**src/rtl/id_ex_stage_if.sv**
```systemverilog
// ID/EX pipeline boundary bundle: decoded instruction from ID, registered copy in EX.
// No latency of its own; it only carries signals.
// Backpressure: ex_hold freezes EX, stall tells IF/ID to hold its slot.
//
// Ports (master = decode/driver side, slave = id_ex_stage):
//   id_*      decoded instruction presented by ID
//   flush     branch/jump taken, kill the instruction entering EX
//   ex_hold   EX busy, freeze the stage
//   ex_*      registered instruction held in EX
//   stall     hold PC and IF/ID this cycle
//   stall_cnt count of load-use bubbles inserted
interface id_ex_stage_if;
  logic        id_valid;
  logic [4:0]  id_rs;
  logic [4:0]  id_rt;
  logic [4:0]  id_rd;
  logic        id_uses_rt;
  logic [31:0] id_read_data1;
  logic [31:0] id_read_data2;
  logic [31:0] id_imm;
  logic [3:0]  id_alu_op;
  logic        id_alu_src;
  logic        id_mem_read;
  logic        id_mem_write;
  logic        id_reg_write;
  logic        id_mem_to_reg;
  logic        flush;
  logic        ex_hold;

  logic        ex_valid;
  logic [4:0]  ex_rs;
  logic [4:0]  ex_rt;
  logic [4:0]  ex_rd;
  logic [31:0] ex_a;
  logic [31:0] ex_b;
  logic [31:0] ex_imm;
  logic [3:0]  ex_alu_op;
  logic        ex_alu_src;
  logic        ex_mem_read;
  logic        ex_mem_write;
  logic        ex_reg_write;
  logic        ex_mem_to_reg;
  logic        stall;
  logic [15:0] stall_cnt;

  modport master (
    output id_valid, id_rs, id_rt, id_rd, id_uses_rt,
           id_read_data1, id_read_data2, id_imm,
           id_alu_op, id_alu_src, id_mem_read, id_mem_write,
           id_reg_write, id_mem_to_reg, flush, ex_hold,
    input  ex_valid, ex_rs, ex_rt, ex_rd, ex_a, ex_b, ex_imm,
           ex_alu_op, ex_alu_src, ex_mem_read, ex_mem_write,
           ex_reg_write, ex_mem_to_reg, stall, stall_cnt
  );

  modport slave (
    input  id_valid, id_rs, id_rt, id_rd, id_uses_rt,
           id_read_data1, id_read_data2, id_imm,
           id_alu_op, id_alu_src, id_mem_read, id_mem_write,
           id_reg_write, id_mem_to_reg, flush, ex_hold,
    output ex_valid, ex_rs, ex_rt, ex_rd, ex_a, ex_b, ex_imm,
           ex_alu_op, ex_alu_src, ex_mem_read, ex_mem_write,
           ex_reg_write, ex_mem_to_reg, stall, stall_cnt
  );
endinterface

```
**src/rtl/id_ex_stage.sv**
```systemverilog
// ID/EX pipeline register with load-use hazard detection and bubble insertion.
// Latency: one cycle from id_* to ex_*; stall is combinational in the same cycle.
// Backpressure: ex_hold freezes all state; a load-use hazard inserts one bubble.
//
// Ports:
//   clk  rising-edge clock
//   clr  synchronous active-high clear (all ex_* and stall_cnt to 0)
//   bus  id_ex_stage_if.slave: id_* in, flush/ex_hold in, ex_*/stall/stall_cnt out
module id_ex_stage (
  input  logic           clk,
  input  logic           clr,
  id_ex_stage_if.slave   bus
);

  typedef struct packed {
    logic        valid;
    logic [4:0]  rs;
    logic [4:0]  rt;
    logic [4:0]  rd;
    logic [31:0] a;
    logic [31:0] b;
    logic [31:0] imm;
    logic [3:0]  alu_op;
    logic        alu_src;
    logic        mem_read;
    logic        mem_write;
    logic        reg_write;
    logic        mem_to_reg;
  } ex_t;

  // Next-state action, listed highest priority first.
  typedef enum logic [2:0] {
    ACT_CLR,
    ACT_FLUSH,
    ACT_HOLD,
    ACT_BUBBLE,
    ACT_LOAD
  } act_e;

  ex_t         ex_q, ex_d;
  ex_t         id_pkt;
  logic [15:0] stall_cnt_q, stall_cnt_d;
  logic        load_use;
  logic        stall;
  act_e        act;

  // Incoming instruction as it would be captured; an invalid slot carries
  // its data fields through but never any control that could cause effects.
  always_comb begin
    id_pkt            = '0;
    id_pkt.valid      = bus.id_valid;
    id_pkt.rs         = bus.id_rs;
    id_pkt.rt         = bus.id_rt;
    id_pkt.rd         = bus.id_rd;
    id_pkt.a          = bus.id_read_data1;
    id_pkt.b          = bus.id_read_data2;
    id_pkt.imm        = bus.id_imm;
    id_pkt.alu_op     = bus.id_valid ? bus.id_alu_op : 4'd0;
    id_pkt.alu_src    = bus.id_valid & bus.id_alu_src;
    id_pkt.mem_read   = bus.id_valid & bus.id_mem_read;
    id_pkt.mem_write  = bus.id_valid & bus.id_mem_write;
    id_pkt.reg_write  = bus.id_valid & bus.id_reg_write;
    id_pkt.mem_to_reg = bus.id_valid & bus.id_mem_to_reg;
  end

  // A load in EX whose result the ID instruction needs. Register 0 is
  // hard-wired so it can never be a real dependency.
  always_comb begin
    load_use = ex_q.valid & ex_q.mem_read & (ex_q.rd != 5'd0) & bus.id_valid &
               ((ex_q.rd == bus.id_rs) |
                (bus.id_uses_rt & (ex_q.rd == bus.id_rt)));
  end

  // Flush kills the ID instruction anyway, so a hazard against it needs no
  // stall; clr does not mask stall because it reflects current contents.
  always_comb begin
    stall = bus.ex_hold | (load_use & ~bus.flush);
  end

  always_comb begin
    act = ACT_LOAD;
    if (clr) begin
      act = ACT_CLR;
    end else if (bus.flush) begin
      act = ACT_FLUSH;
    end else if (bus.ex_hold) begin
      act = ACT_HOLD;
    end else if (load_use) begin
      act = ACT_BUBBLE;
    end
  end

  // The bubble clears ex_mem_read, so the hazard disappears on the next
  // cycle and the held ID instruction loads: exactly one bubble per hazard.
  always_comb begin
    ex_d        = ex_q;
    stall_cnt_d = stall_cnt_q;
    unique case (act)
      ACT_CLR: begin
        ex_d        = '0;
        stall_cnt_d = 16'd0;
      end
      ACT_FLUSH: begin
        ex_d = '0;
      end
      ACT_HOLD: begin
        ex_d = ex_q;
      end
      ACT_BUBBLE: begin
        ex_d = '0;
        if (stall_cnt_q != 16'hFFFF) begin
          stall_cnt_d = stall_cnt_q + 16'd1;
        end
      end
      ACT_LOAD: begin
        ex_d = id_pkt;
      end
      default: begin
        ex_d = '0;
      end
    endcase
  end

  always_ff @(posedge clk) begin
    ex_q        <= ex_d;
    stall_cnt_q <= stall_cnt_d;
  end

  assign bus.ex_valid      = ex_q.valid;
  assign bus.ex_rs         = ex_q.rs;
  assign bus.ex_rt         = ex_q.rt;
  assign bus.ex_rd         = ex_q.rd;
  assign bus.ex_a          = ex_q.a;
  assign bus.ex_b          = ex_q.b;
  assign bus.ex_imm        = ex_q.imm;
  assign bus.ex_alu_op     = ex_q.alu_op;
  assign bus.ex_alu_src    = ex_q.alu_src;
  assign bus.ex_mem_read   = ex_q.mem_read;
  assign bus.ex_mem_write  = ex_q.mem_write;
  assign bus.ex_reg_write  = ex_q.reg_write;
  assign bus.ex_mem_to_reg = ex_q.mem_to_reg;
  assign bus.stall         = stall;
  assign bus.stall_cnt     = stall_cnt_q;

endmodule

```
**src/flat_wrapper.sv**
```systemverilog
// flat-port wrapper written by rule: the top's interface ports become plain ports
module id_ex_stage_flat 
  (clk, clr, bus_id_valid, bus_id_rs, bus_id_rt, bus_id_rd, bus_id_uses_rt, bus_id_read_data1, bus_id_read_data2, bus_id_imm, bus_id_alu_op, bus_id_alu_src, bus_id_mem_read, bus_id_mem_write, bus_id_reg_write, bus_id_mem_to_reg, bus_flush, bus_ex_hold, bus_ex_valid, bus_ex_rs, bus_ex_rt, bus_ex_rd, bus_ex_a, bus_ex_b, bus_ex_imm, bus_ex_alu_op, bus_ex_alu_src, bus_ex_mem_read, bus_ex_mem_write, bus_ex_reg_write, bus_ex_mem_to_reg, bus_stall, bus_stall_cnt);
  id_ex_stage_if bus_i ();
  input  logic clk;
  input  logic clr;
  input wire logic [$bits(bus_i.id_valid)-1:0] bus_id_valid;
  input wire logic [$bits(bus_i.id_rs)-1:0] bus_id_rs;
  input wire logic [$bits(bus_i.id_rt)-1:0] bus_id_rt;
  input wire logic [$bits(bus_i.id_rd)-1:0] bus_id_rd;
  input wire logic [$bits(bus_i.id_uses_rt)-1:0] bus_id_uses_rt;
  input wire logic [$bits(bus_i.id_read_data1)-1:0] bus_id_read_data1;
  input wire logic [$bits(bus_i.id_read_data2)-1:0] bus_id_read_data2;
  input wire logic [$bits(bus_i.id_imm)-1:0] bus_id_imm;
  input wire logic [$bits(bus_i.id_alu_op)-1:0] bus_id_alu_op;
  input wire logic [$bits(bus_i.id_alu_src)-1:0] bus_id_alu_src;
  input wire logic [$bits(bus_i.id_mem_read)-1:0] bus_id_mem_read;
  input wire logic [$bits(bus_i.id_mem_write)-1:0] bus_id_mem_write;
  input wire logic [$bits(bus_i.id_reg_write)-1:0] bus_id_reg_write;
  input wire logic [$bits(bus_i.id_mem_to_reg)-1:0] bus_id_mem_to_reg;
  input wire logic [$bits(bus_i.flush)-1:0] bus_flush;
  input wire logic [$bits(bus_i.ex_hold)-1:0] bus_ex_hold;
  output wire logic [$bits(bus_i.ex_valid)-1:0] bus_ex_valid;
  output wire logic [$bits(bus_i.ex_rs)-1:0] bus_ex_rs;
  output wire logic [$bits(bus_i.ex_rt)-1:0] bus_ex_rt;
  output wire logic [$bits(bus_i.ex_rd)-1:0] bus_ex_rd;
  output wire logic [$bits(bus_i.ex_a)-1:0] bus_ex_a;
  output wire logic [$bits(bus_i.ex_b)-1:0] bus_ex_b;
  output wire logic [$bits(bus_i.ex_imm)-1:0] bus_ex_imm;
  output wire logic [$bits(bus_i.ex_alu_op)-1:0] bus_ex_alu_op;
  output wire logic [$bits(bus_i.ex_alu_src)-1:0] bus_ex_alu_src;
  output wire logic [$bits(bus_i.ex_mem_read)-1:0] bus_ex_mem_read;
  output wire logic [$bits(bus_i.ex_mem_write)-1:0] bus_ex_mem_write;
  output wire logic [$bits(bus_i.ex_reg_write)-1:0] bus_ex_reg_write;
  output wire logic [$bits(bus_i.ex_mem_to_reg)-1:0] bus_ex_mem_to_reg;
  output wire logic [$bits(bus_i.stall)-1:0] bus_stall;
  output wire logic [$bits(bus_i.stall_cnt)-1:0] bus_stall_cnt;
  assign bus_i.id_valid = bus_id_valid;
  assign bus_i.id_rs = bus_id_rs;
  assign bus_i.id_rt = bus_id_rt;
  assign bus_i.id_rd = bus_id_rd;
  assign bus_i.id_uses_rt = bus_id_uses_rt;
  assign bus_i.id_read_data1 = bus_id_read_data1;
  assign bus_i.id_read_data2 = bus_id_read_data2;
  assign bus_i.id_imm = bus_id_imm;
  assign bus_i.id_alu_op = bus_id_alu_op;
  assign bus_i.id_alu_src = bus_id_alu_src;
  assign bus_i.id_mem_read = bus_id_mem_read;
  assign bus_i.id_mem_write = bus_id_mem_write;
  assign bus_i.id_reg_write = bus_id_reg_write;
  assign bus_i.id_mem_to_reg = bus_id_mem_to_reg;
  assign bus_i.flush = bus_flush;
  assign bus_i.ex_hold = bus_ex_hold;
  assign bus_ex_valid = bus_i.ex_valid;
  assign bus_ex_rs = bus_i.ex_rs;
  assign bus_ex_rt = bus_i.ex_rt;
  assign bus_ex_rd = bus_i.ex_rd;
  assign bus_ex_a = bus_i.ex_a;
  assign bus_ex_b = bus_i.ex_b;
  assign bus_ex_imm = bus_i.ex_imm;
  assign bus_ex_alu_op = bus_i.ex_alu_op;
  assign bus_ex_alu_src = bus_i.ex_alu_src;
  assign bus_ex_mem_read = bus_i.ex_mem_read;
  assign bus_ex_mem_write = bus_i.ex_mem_write;
  assign bus_ex_reg_write = bus_i.ex_reg_write;
  assign bus_ex_mem_to_reg = bus_i.ex_mem_to_reg;
  assign bus_stall = bus_i.stall;
  assign bus_stall_cnt = bus_i.stall_cnt;
  id_ex_stage u_core (.clk(clk), .clr(clr), .bus(bus_i));
endmodule
```
**config.mk**
```make
export PLATFORM = sky130hd
export DESIGN_NAME = id_ex_stage_flat
export DESIGN_NICKNAME = d
export VERILOG_FILES = /design/src/rtl/id_ex_stage_if.sv /design/src/rtl/id_ex_stage.sv /design/src/flat_wrapper.sv
export SDC_FILE = /design/constraint.sdc
export NUM_CORES = 1
export LEC_CHECK = 0
export BUFFER_PORTS_ARGS = -buffer_cell sky130_fd_sc_hd__buf_2
export CAP_MARGIN = 20
export CORE_MARGIN = 5
export CORE_UTILIZATION = 45
export DETAILED_ROUTE_END_ITERATION = 6
export GPL_TIMING_DRIVEN = 0
export PLACE_DENSITY = 0.84
export SKIP_LAST_GASP = 1
export SYNTH_ARGS = -nofsm -noshare
export SYNTH_HDL_FRONTEND = slang
export SYNTH_SLANG_ARGS = --single-unit
```
**constraint.sdc**
```tcl
create_clock -name clk -period 8.25 [get_ports clk]
set_input_delay 0.4125 -clock clk [delete_from_list [all_inputs] [get_ports clk]]
set_output_delay 0.4125 -clock clk [all_outputs]
set_load 0.005 [all_outputs]
```
==> results of run 1 <==
cells in the mapped netlist:
cell / n
a211oi_1: 2
a21oi_1: 122
a31o_2: 1
and3_1: 1
and4_1: 1
buf_1: 5
buf_2: 6
clkbuf_1: 31
edfxtp_1: 137
ha_1: 1
inv_1: 5
nand2_1: 120
nand3_1: 16
nand3_2: 1
nand4_1: 1
nand4_2: 1
nor2_1: 2
nor3_1: 19
nor4_1: 3
o21ai_0: 1
o22a_1: 1
o22ai_1: 1
o31ai_1: 2
or2_2: 1
or3_1: 2
or3_2: 1
or4_1: 1
xnor2_1: 20
xor2_1: 2
metal layers:
layer | share of wire | up-vias | GRT usage
met5 | 0 | - | 0
met4 | 0.025 | 0 | 0.0819
met3 | 0.089 | 36 | 0.0836
met2 | 0.49 | 237 | 0.347
met1 | 0.39 | 2333 | 0.250
li1 | - | 2401 | -
metrics by stage:
| step | utilization | total power [mW] | setup slack (ns) | area [um2] | cells |
|---|---|---|---|---|---|
| finish | 0.633 | 1.67 | 5.10 | 8050 | 977 |
| global route | 0.633 | 1.73 | 4.90 | 8050 | 977 |
| CTS | 0.633 | 1.68 | 5.10 | 8050 | 977 |
| detailed placement | 0.590 | 0.980 | 5.27 | 7510 | 945 |
| global placement | 0.584 | 0.977 | 2.03 | 7430 | 942 |
| floorplan | - | 0.890 | 3.70 | 5900 | 507 |
kinds of logic after synthesis:
group,Yosys count
fa+ha+maj,1
flops,137
buf+inv,47
compound gates,130
simple gates,170
xor+xnor,22
final cells by class:
class	count	share of cell area
clock buffer	20	0.0542
inverter	5	0.00233
timing repair buffer	266	0.171
tap	172	0.0267
clock inverter	12	0.0134
multi-input combinational	323	0.201
buffer	42	0.0205
sequential	137	0.511
worst max-delay path by stage:
stage               cells after the start  slack (ns)                                      to
CTS                                     6        5.10                               bus_stall
global placement                        3        2.03       u_core.bus.ex_b[17]$_SDFFCE_PP0P_
floorplan                               1        3.70        u_core.bus.ex_a[0]$_SDFFCE_PP0P_
global route                            6        4.90                               bus_stall
finish                                  6        5.10                               bus_stall
detailed placement                      5        5.27  u_core.bus.stall_cnt[10]$_SDFFCE_PP0P_
report_power, final:
part / internal (mW) / switching (mW)
registers: 0.806 / 0.0147
logic: 0.0657 / 0.0790
clock network: 0.437 / 0.269
worst reg2reg max path: cells and delay by family (launching register included):
kind            cells  cell delay [ns]
compound gates      2             0.66
buf+inv             2             1.03
simple gates        1             0.13
xor+xnor            1             0.19
flops               1             0.47
==> results.cfg, run 1 <==
[sta]
worst_slew_pin_slew_ns = 0.871
grt_setup_unrepaired = false
hold_viol = 0
clock_skew_ns = 0.0104
slew_violations = 0
period_share = 0.382
fin_setup_tns_ns = 0
hold_ws_ns = 0.323
setup_violations = 0
relSlewSlack = 0.415
layout_min_cycle_time_ns = 3.15
max_freq_mhz = 318

[clock_network]
clock_latency_ns = 0.41
cts_buffers = 17
ctsHoldBuffers = 0
clock_path_buffers = 2
cts_tree = built
clock-sinks = 137
cts-root-buf = clkbuf_16
h-tree-depth = 4
path_clk_slew_ns = 0.05
cts_resized = 0
cts_setup_buffers = 0

[die]
start_util = 0.464
rows = 41
die_h_um = 125
die_area_um2 = 15500
core_um2 = 12700
die_w_um = 125
io_pins = 264

[setup_path]
critPathKind = reg -> out
timing.rr.end = u_core.bus.ex_imm[25]$_SDFFCE_PP0P_
timing.rr.start = u_core.bus.ex_rd[4]$_SDFFCE_PP0P_
critical-path-slowest-cell = clkbuf_1
cp-startpoint = u_core.bus.ex_rd[4]$_SDFFCE_PP0P_
crit_buf_inv = 2
cp-end-kind = output port
r2r_slack_ns = 5.52
slowest_delay_ns = 0.63
crit_required_ns = 7.84
worstRegToRegCells = 6
crit_path_start_kind = flip-flop
crit_chain = xnor2_1 > nand4_1 > o22ai_1 > clkbuf_1 > a31o_2 > buf_2
critPathMaxFanout = 10
arrival_ns = 2.74
path_delay_family = compound AO/OA/AOI/OAI gates

[placed_design]
dp_hpwl_um = 12400
port_buffers = 263
gp_congestion = 0.887

[finish]
layout_commonest_cell = buf_2
regArea_um2 = 4110
n_fill_cell = 1028
layout_common_cells = 269 x buf_2, 137 x edfxtp_1, 122 x a21oi_1, 120 x nand2_1, 34 x clkbuf_1
layout-drive-gt1-share = 0.376
antenna_cells = 0
layout.nets = 919
area_delta_synth_final_pct = 36.5
multiInputGateArea_um2 = 1620

[synthesis]
yosysWarnings = 0
syn-num-nets = 634
avgSynthCellArea_um2 = 11.6
synth_simple_gate_area_frac = 0.124
synthMuxAreaShare = 0
synth_compound_area_frac = 0.113
netlist.top_cell.by_area = edfxtp_1
netlist_instances = 507
synthAdderAreaFrac = 0.00212
synth_area_leaders = edfxtp_1 70%, a21oi_1 10%, nand2_1 7.6%, xnor2_1 3.0%, clkbuf_1 2.0%
synth_seq_area_share = 0.697
syn_area_um2 = 5900
synth_cell_types = 29
synth_top_family_by_area = simple AND/OR/NAND/NOR gates
synth-seq-cells = 137
synth_top_cell_area_share = 0.697
synthXorXnorAreaFrac = 0.0326

[run_status]
status = finished clean

[drt]
first_pass_iters = 5
drtIter0Drc = 370
routed_wl_um = 16500
wire_per_inst_um = 16.9
final_antenna_net_count = 0
via_count = 5007
drc_errors = 0
vias_per_cell = 5.12

[global_routing]
grt-ovfl-total = 0
grt_pass1_wl_um = 25800
grt_max_degree = 54
track_usage = 0.211
antenna_found_initial = 0
grt_pass1_vias = 4941

[min_path]
holdPathStages = 3
hp-class = in -> reg
hold-path-endpoint = u_core.bus.ex_b[17]$_SDFFCE_PP0P_
min_from = bus_id_read_data2[17]

[flow_run]
maxCapViolCount = 0

[pwr]
p_leak_nw = 3.63
power.density_nw_per_um2 = 208
ir_drop_v = 0.000159
Note: power is estimated with default switching activity, not from simulation.
==> run 2, diff against run 1 <==
==> constraint.sdc (replaced) <==
create_clock -name clk -period 3.2 [get_ports clk]
set_input_delay 0.16 -clock clk [delete_from_list [all_inputs] [get_ports clk]]
set_output_delay 0.16 -clock clk [all_outputs]
set_load 0.005 [all_outputs]
==> results.cfg, run 2 (synthesis gave the netlist of run 1 again) <==
[finish]
n_fill_cell = 1062
layout_common_cells = 269 x buf_2, 137 x edfxtp_1, 122 x a21oi_1, 120 x nand2_1, 33 x clkbuf_1
layout_commonest_cell = buf_2
instances_no_fill = 976
area_delta_synth_final_pct = 36.1
fin_area_um2 = 8030
layout.nets = 918
antenna_cells = 0
layout-drive-gt1-share = 0.376

[die]
die_h_um = 125
start_util = 0.464
die_area_um2 = 15500
io_pins = 264
rows = 41
die_w_um = 125
core_um2 = 12700

[drt]
drtIter0Drc = 438
routed_wl_um = 16200
vias_per_cell = 5.09
final_antenna_net_count = 0
drc_errors = 0
via_count = 4964
wire_per_inst_um = 16.6
first_pass_iters = 5

[setup_path]
arrival_ns = 2.72
timing.rr.start = u_core.bus.ex_rd[0]$_SDFFCE_PP0P_
slowest_delay_ns = 0.66
crit_buf_inv = 2
critPathKind = reg -> out
r2r_slack_ns = 0.51
path_delay_family = buffers and inverters
worstRegToRegCells = 6
crit_path_start_kind = flip-flop
critPathMaxFanout = 10
critical-path-slowest-cell = clkbuf_1
cp-end-kind = output port
crit_chain = xnor2_1 > nand4_1 > o22ai_1 > clkbuf_1 > a31o_2 > buf_2
timing.rr.end = u_core.bus.ex_imm[24]$_SDFFCE_PP0P_
worst-path-stages = 6
crit_required_ns = 3.04
crit_end = bus_stall
cp-startpoint = u_core.bus.ex_rd[0]$_SDFFCE_PP0P_

[run_status]
status = finished clean

[sta]
grt_setup_unrepaired = false
fin_setup_tns_ns = 0
clock_skew_ns = 0.00631
period_share = 0.899
worst_slew_pin_slew_ns = 0.826
relSlewSlack = 0.449
slew_violations = 0
hold_ws_ns = 0.0759
layout_min_cycle_time_ns = 2.88
max_freq_mhz = 348
hold_viol = 0
setup_slack_ns = 0.323
setup_violations = 0

[placed_design]
gp_congestion = 0.827
dp_hpwl_um = 12200
placedCellCount = 944
place_area_um2 = 7490
port_buffers = 263
pre_cts_slack_ns = 0.522

[clock_network]
ctsHoldBuffers = 0
cts_buffers = 17
clock_path_buffers = 2
path_clk_slew_ns = 0.05
cts_setup_buffers = 0
cts_tree = built
clock_latency_ns = 0.41
cts_resized = 0
clock-sinks = 137
h-tree-depth = 4
cts-root-buf = clkbuf_16

[pwr]
power.density_nw_per_um2 = 535
p_leak_nw = 3.61
ir_drop_v = 0.000315

[global_routing]
track_usage = 0.207
grt-ovfl-total = 0
grt_pass1_wl_um = 25200
grt_pass1_vias = 4822
grt_max_degree = 67
antenna_found_initial = 0

[flow_run]
maxCapViolCount = 0

[min_path]
hp-class = in -> reg
[run 2: area by class of cell]
cell class	count	area [um2]	area share
Clock inverter	13	110	0.0137
Timing Repair Buffer	265	1360	0.169
Inverter	5	18.8	0.00234
Clock buffer	19	433	0.0539
Sequential cell	137	4110	0.512
Tap cell	172	215	0.0268
Buffer	42	165	0.0206
Multi-Input combinational cell	323	1620	0.202
[run 2: worst register-to-register path: stages, from the launching register on]
cell and delay (ns):
edfxtp_1 0.47, xnor2_1 0.20, nand4_1 0.14, o22ai_1 0.45, clkbuf_1 0.66, clkbuf_1 0.38
a21oi_1 0.13
[run 2: through the flow]
stage,total power [mW],utilization
after floorplan,2.29,-
after global placement,2.51,0.585
after detailed placement,2.52,0.589
after CTS,4.33,0.631
after global routing,4.45,0.631
final,4.30,0.631
[run 2: worst min-delay path by stage]
stage	slack, ns	from	cells past startpoint	end
final	0.08	bus_id_read_data2[0]	3	u_core.bus.ex_b[0]$_SDFFCE_PP0P_
after global routing	0.07	bus_id_read_data2[29]	3	u_core.bus.ex_b[29]$_SDFFCE_PP0P_
after CTS	0.06	bus_id_read_data2[0]	3	u_core.bus.ex_b[0]$_SDFFCE_PP0P_
after detailed placement	0.49	bus_id_read_data2[15]	3	u_core.bus.ex_b[15]$_SDFFCE_PP0P_
after global placement	0.48	bus_id_read_data2[22]	3	u_core.bus.ex_b[22]$_SDFFCE_PP0P_
after floorplan	0.40	bus_id_read_data1[0]	2	u_core.bus.ex_a[0]$_SDFFCE_PP0P_
[run 2: power breakdown]
group,total (mW),internal [mW],leakage (nW),switching (mW)
clock,1.82,1.12,0.265,0.694
combinational,0.367,0.167,1.79,0.199
sequential,2.12,2.08,1.56,0.0389
[run 2: metal layers]
metal	up-vias	global-route usage	routed length (um)	part of all wire
li1	2404	-	-	-
met1	2289	0.241	6010	0.37
met2	252	0.347	8230	0.51
met3	19	0.0828	1720	0.11
met4	0	0.0696	222	0.014
met5	-	0	0	0
==> run 3, diff against run 2 <==
--- a/config.mk
+++ b/config.mk
@@ -5,13 +5,14 @@
 export SDC_FILE = /design/constraint.sdc
 export NUM_CORES = 1
 export LEC_CHECK = 0
+export ABC_CLOCK_PERIOD_IN_PS = 3200
 export BUFFER_PORTS_ARGS = -buffer_cell sky130_fd_sc_hd__buf_2
 export CAP_MARGIN = 20
 export CORE_MARGIN = 5
 export CORE_UTILIZATION = 45
 export DETAILED_ROUTE_END_ITERATION = 6
 export GPL_TIMING_DRIVEN = 0
-export PLACE_DENSITY = 0.84
+export PLACE_DENSITY = 0.75
 export SKIP_LAST_GASP = 1
 export SYNTH_ARGS = -nofsm -noshare
 export SYNTH_HDL_FRONTEND = slang
==> results.cfg, run 3 (synthesis gave the netlist of run 1 again) <==
[setup_path]
critPathMaxFanout = 10
worstRegToRegCells = 6
r2r_slack_ns = 0.46
crit_end = bus_stall
timing.rr.end = u_core.bus.ex_imm[27]$_SDFFCE_PP0P_
crit_path_start_kind = flip-flop
timing.rr.start = u_core.bus.ex_rd[0]$_SDFFCE_PP0P_
crit_required_ns = 3.04
cp-startpoint = u_core.bus.ex_rd[0]$_SDFFCE_PP0P_
arrival_ns = 2.76
critPathKind = reg -> out
cp-end-kind = output port

[finish]
layout-drive-gt1-share = 0.376
area_delta_synth_final_pct = 36.5
layout.nets = 918
fin_util = 0.633
layout_common_cells = 269 x buf_2, 137 x edfxtp_1, 122 x a21oi_1, 120 x nand2_1, 32 x clkbuf_1
fin_area_um2 = 8050
antenna_cells = 0
layout_commonest_cell = buf_2

[sta]
clock_skew_ns = 0.00921
slew_violations = 0
worst_slew_pin_slew_ns = 0.933
relSlewSlack = 0.373
fin_setup_tns_ns = 0
grt_setup_unrepaired = false
hold_viol = 0
max_freq_mhz = 342
hold_ws_ns = 0.0697
layout_min_cycle_time_ns = 2.92
setup_violations = 0
period_share = 0.914

[pwr]
power.density_nw_per_um2 = 545
ir_drop_v = 0.000351
p_leak_nw = 3.62
power_mw = 4.39

[drt]
routed_wl_um = 16700
final_antenna_net_count = 0
via_count = 5000
wire_per_inst_um = 17.1
first_pass_iters = 5
drc_errors = 0
drtIter0Drc = 434
vias_per_cell = 5.13

[clock_network]
clock-sinks = 137
clock_path_buffers = 2
cts_resized = 0
cts_tree = built
path_clk_slew_ns = 0.06
cts_setup_buffers = 0
h-tree-depth = 4
ctsHoldBuffers = 0
cts_buffers = 17
cts-root-buf = clkbuf_16
clock_latency_ns = 0.42

[placed_design]
dp_hpwl_um = 12400
port_buffers = 263
gp_congestion = 0.864
place_area_um2 = 7490

[die]
io_pins = 264
die_h_um = 125
die_area_um2 = 15500
rows = 41
core_um2 = 12700
start_util = 0.464
die_w_um = 125

[global_routing]
antenna_found_initial = 0
grt_pass1_vias = 5090
track_usage = 0.212
grt_pass1_wl_um = 26100
grt-ovfl-total = 0
grt_max_degree = 66

[run_status]
status = finished clean

[min_path]
holdPathStages = 3
hp-class = in -> reg

[flow_run]
maxCapViolCount = 0
[run 3: where the power goes]
part           switching [mW]  internal, mW
clock                   0.704          1.20
combinational           0.203         0.168
sequential             0.0394          2.08
total                   0.946          3.44
[run 3: critical path, cell delays in order (launching register included)]
cell and delay [ns]:
edfxtp_1 0.47, xnor2_1 0.21, nand4_1 0.13, o22ai_1 0.52, clkbuf_1 0.62, a31o_2 0.27, buf_2 0.11
[run 3: per-layer routing]
| layer | GRT usage | vias up | wire length [um] |
|---|---|---|---|
| met5 | 0 | - | 0 |
| met4 | 0.0780 | 0 | 363 |
| met3 | 0.0742 | 29 | 1300 |
| met2 | 0.372 | 214 | 8620 |
| met1 | 0.237 | 2354 | 6410 |
| li1 | - | 2403 | - |
[run 3: layout make-up]
type                       instances  area (um2)
inverter                           5        18.8
timing repair buffer             265        1360
sequential                       137        4110
clock inverter                    13         135
fill                            1041        4670
multi-input combinational        323        1620
tap                              172         215
clock buffer                      18         429
buffer                            42         165
[run 3: stage by stage]
stage / setup slack (ns) / cells
floorplan: 0.457 / 507
global placement: -0.469 / 942
detailed placement: 0.460 / 944
CTS: 0.254 / 975
global route: 0.128 / 975
finish: 0.276 / 975
[run 3: worst min-delay path by stage]
stage                                         to                  start  slack [ns]
2_1_floorplan   u_core.bus.ex_a[0]$_SDFFCE_PP0P_   bus_id_read_data1[0]        0.40
3_3_place_gp   u_core.bus.ex_a[15]$_SDFFCE_PP0P_  bus_id_read_data1[15]        0.48
3_5_place_dp    u_core.bus.ex_a[3]$_SDFFCE_PP0P_   bus_id_read_data1[3]        0.49
4_1_cts         u_core.bus.ex_b[2]$_SDFFCE_PP0P_   bus_id_read_data2[2]        0.05
5_1_grt        u_core.bus.ex_b[24]$_SDFFCE_PP0P_  bus_id_read_data2[24]        0.07
6_report       u_core.bus.ex_b[14]$_SDFFCE_PP0P_  bus_id_read_data2[14]        0.07
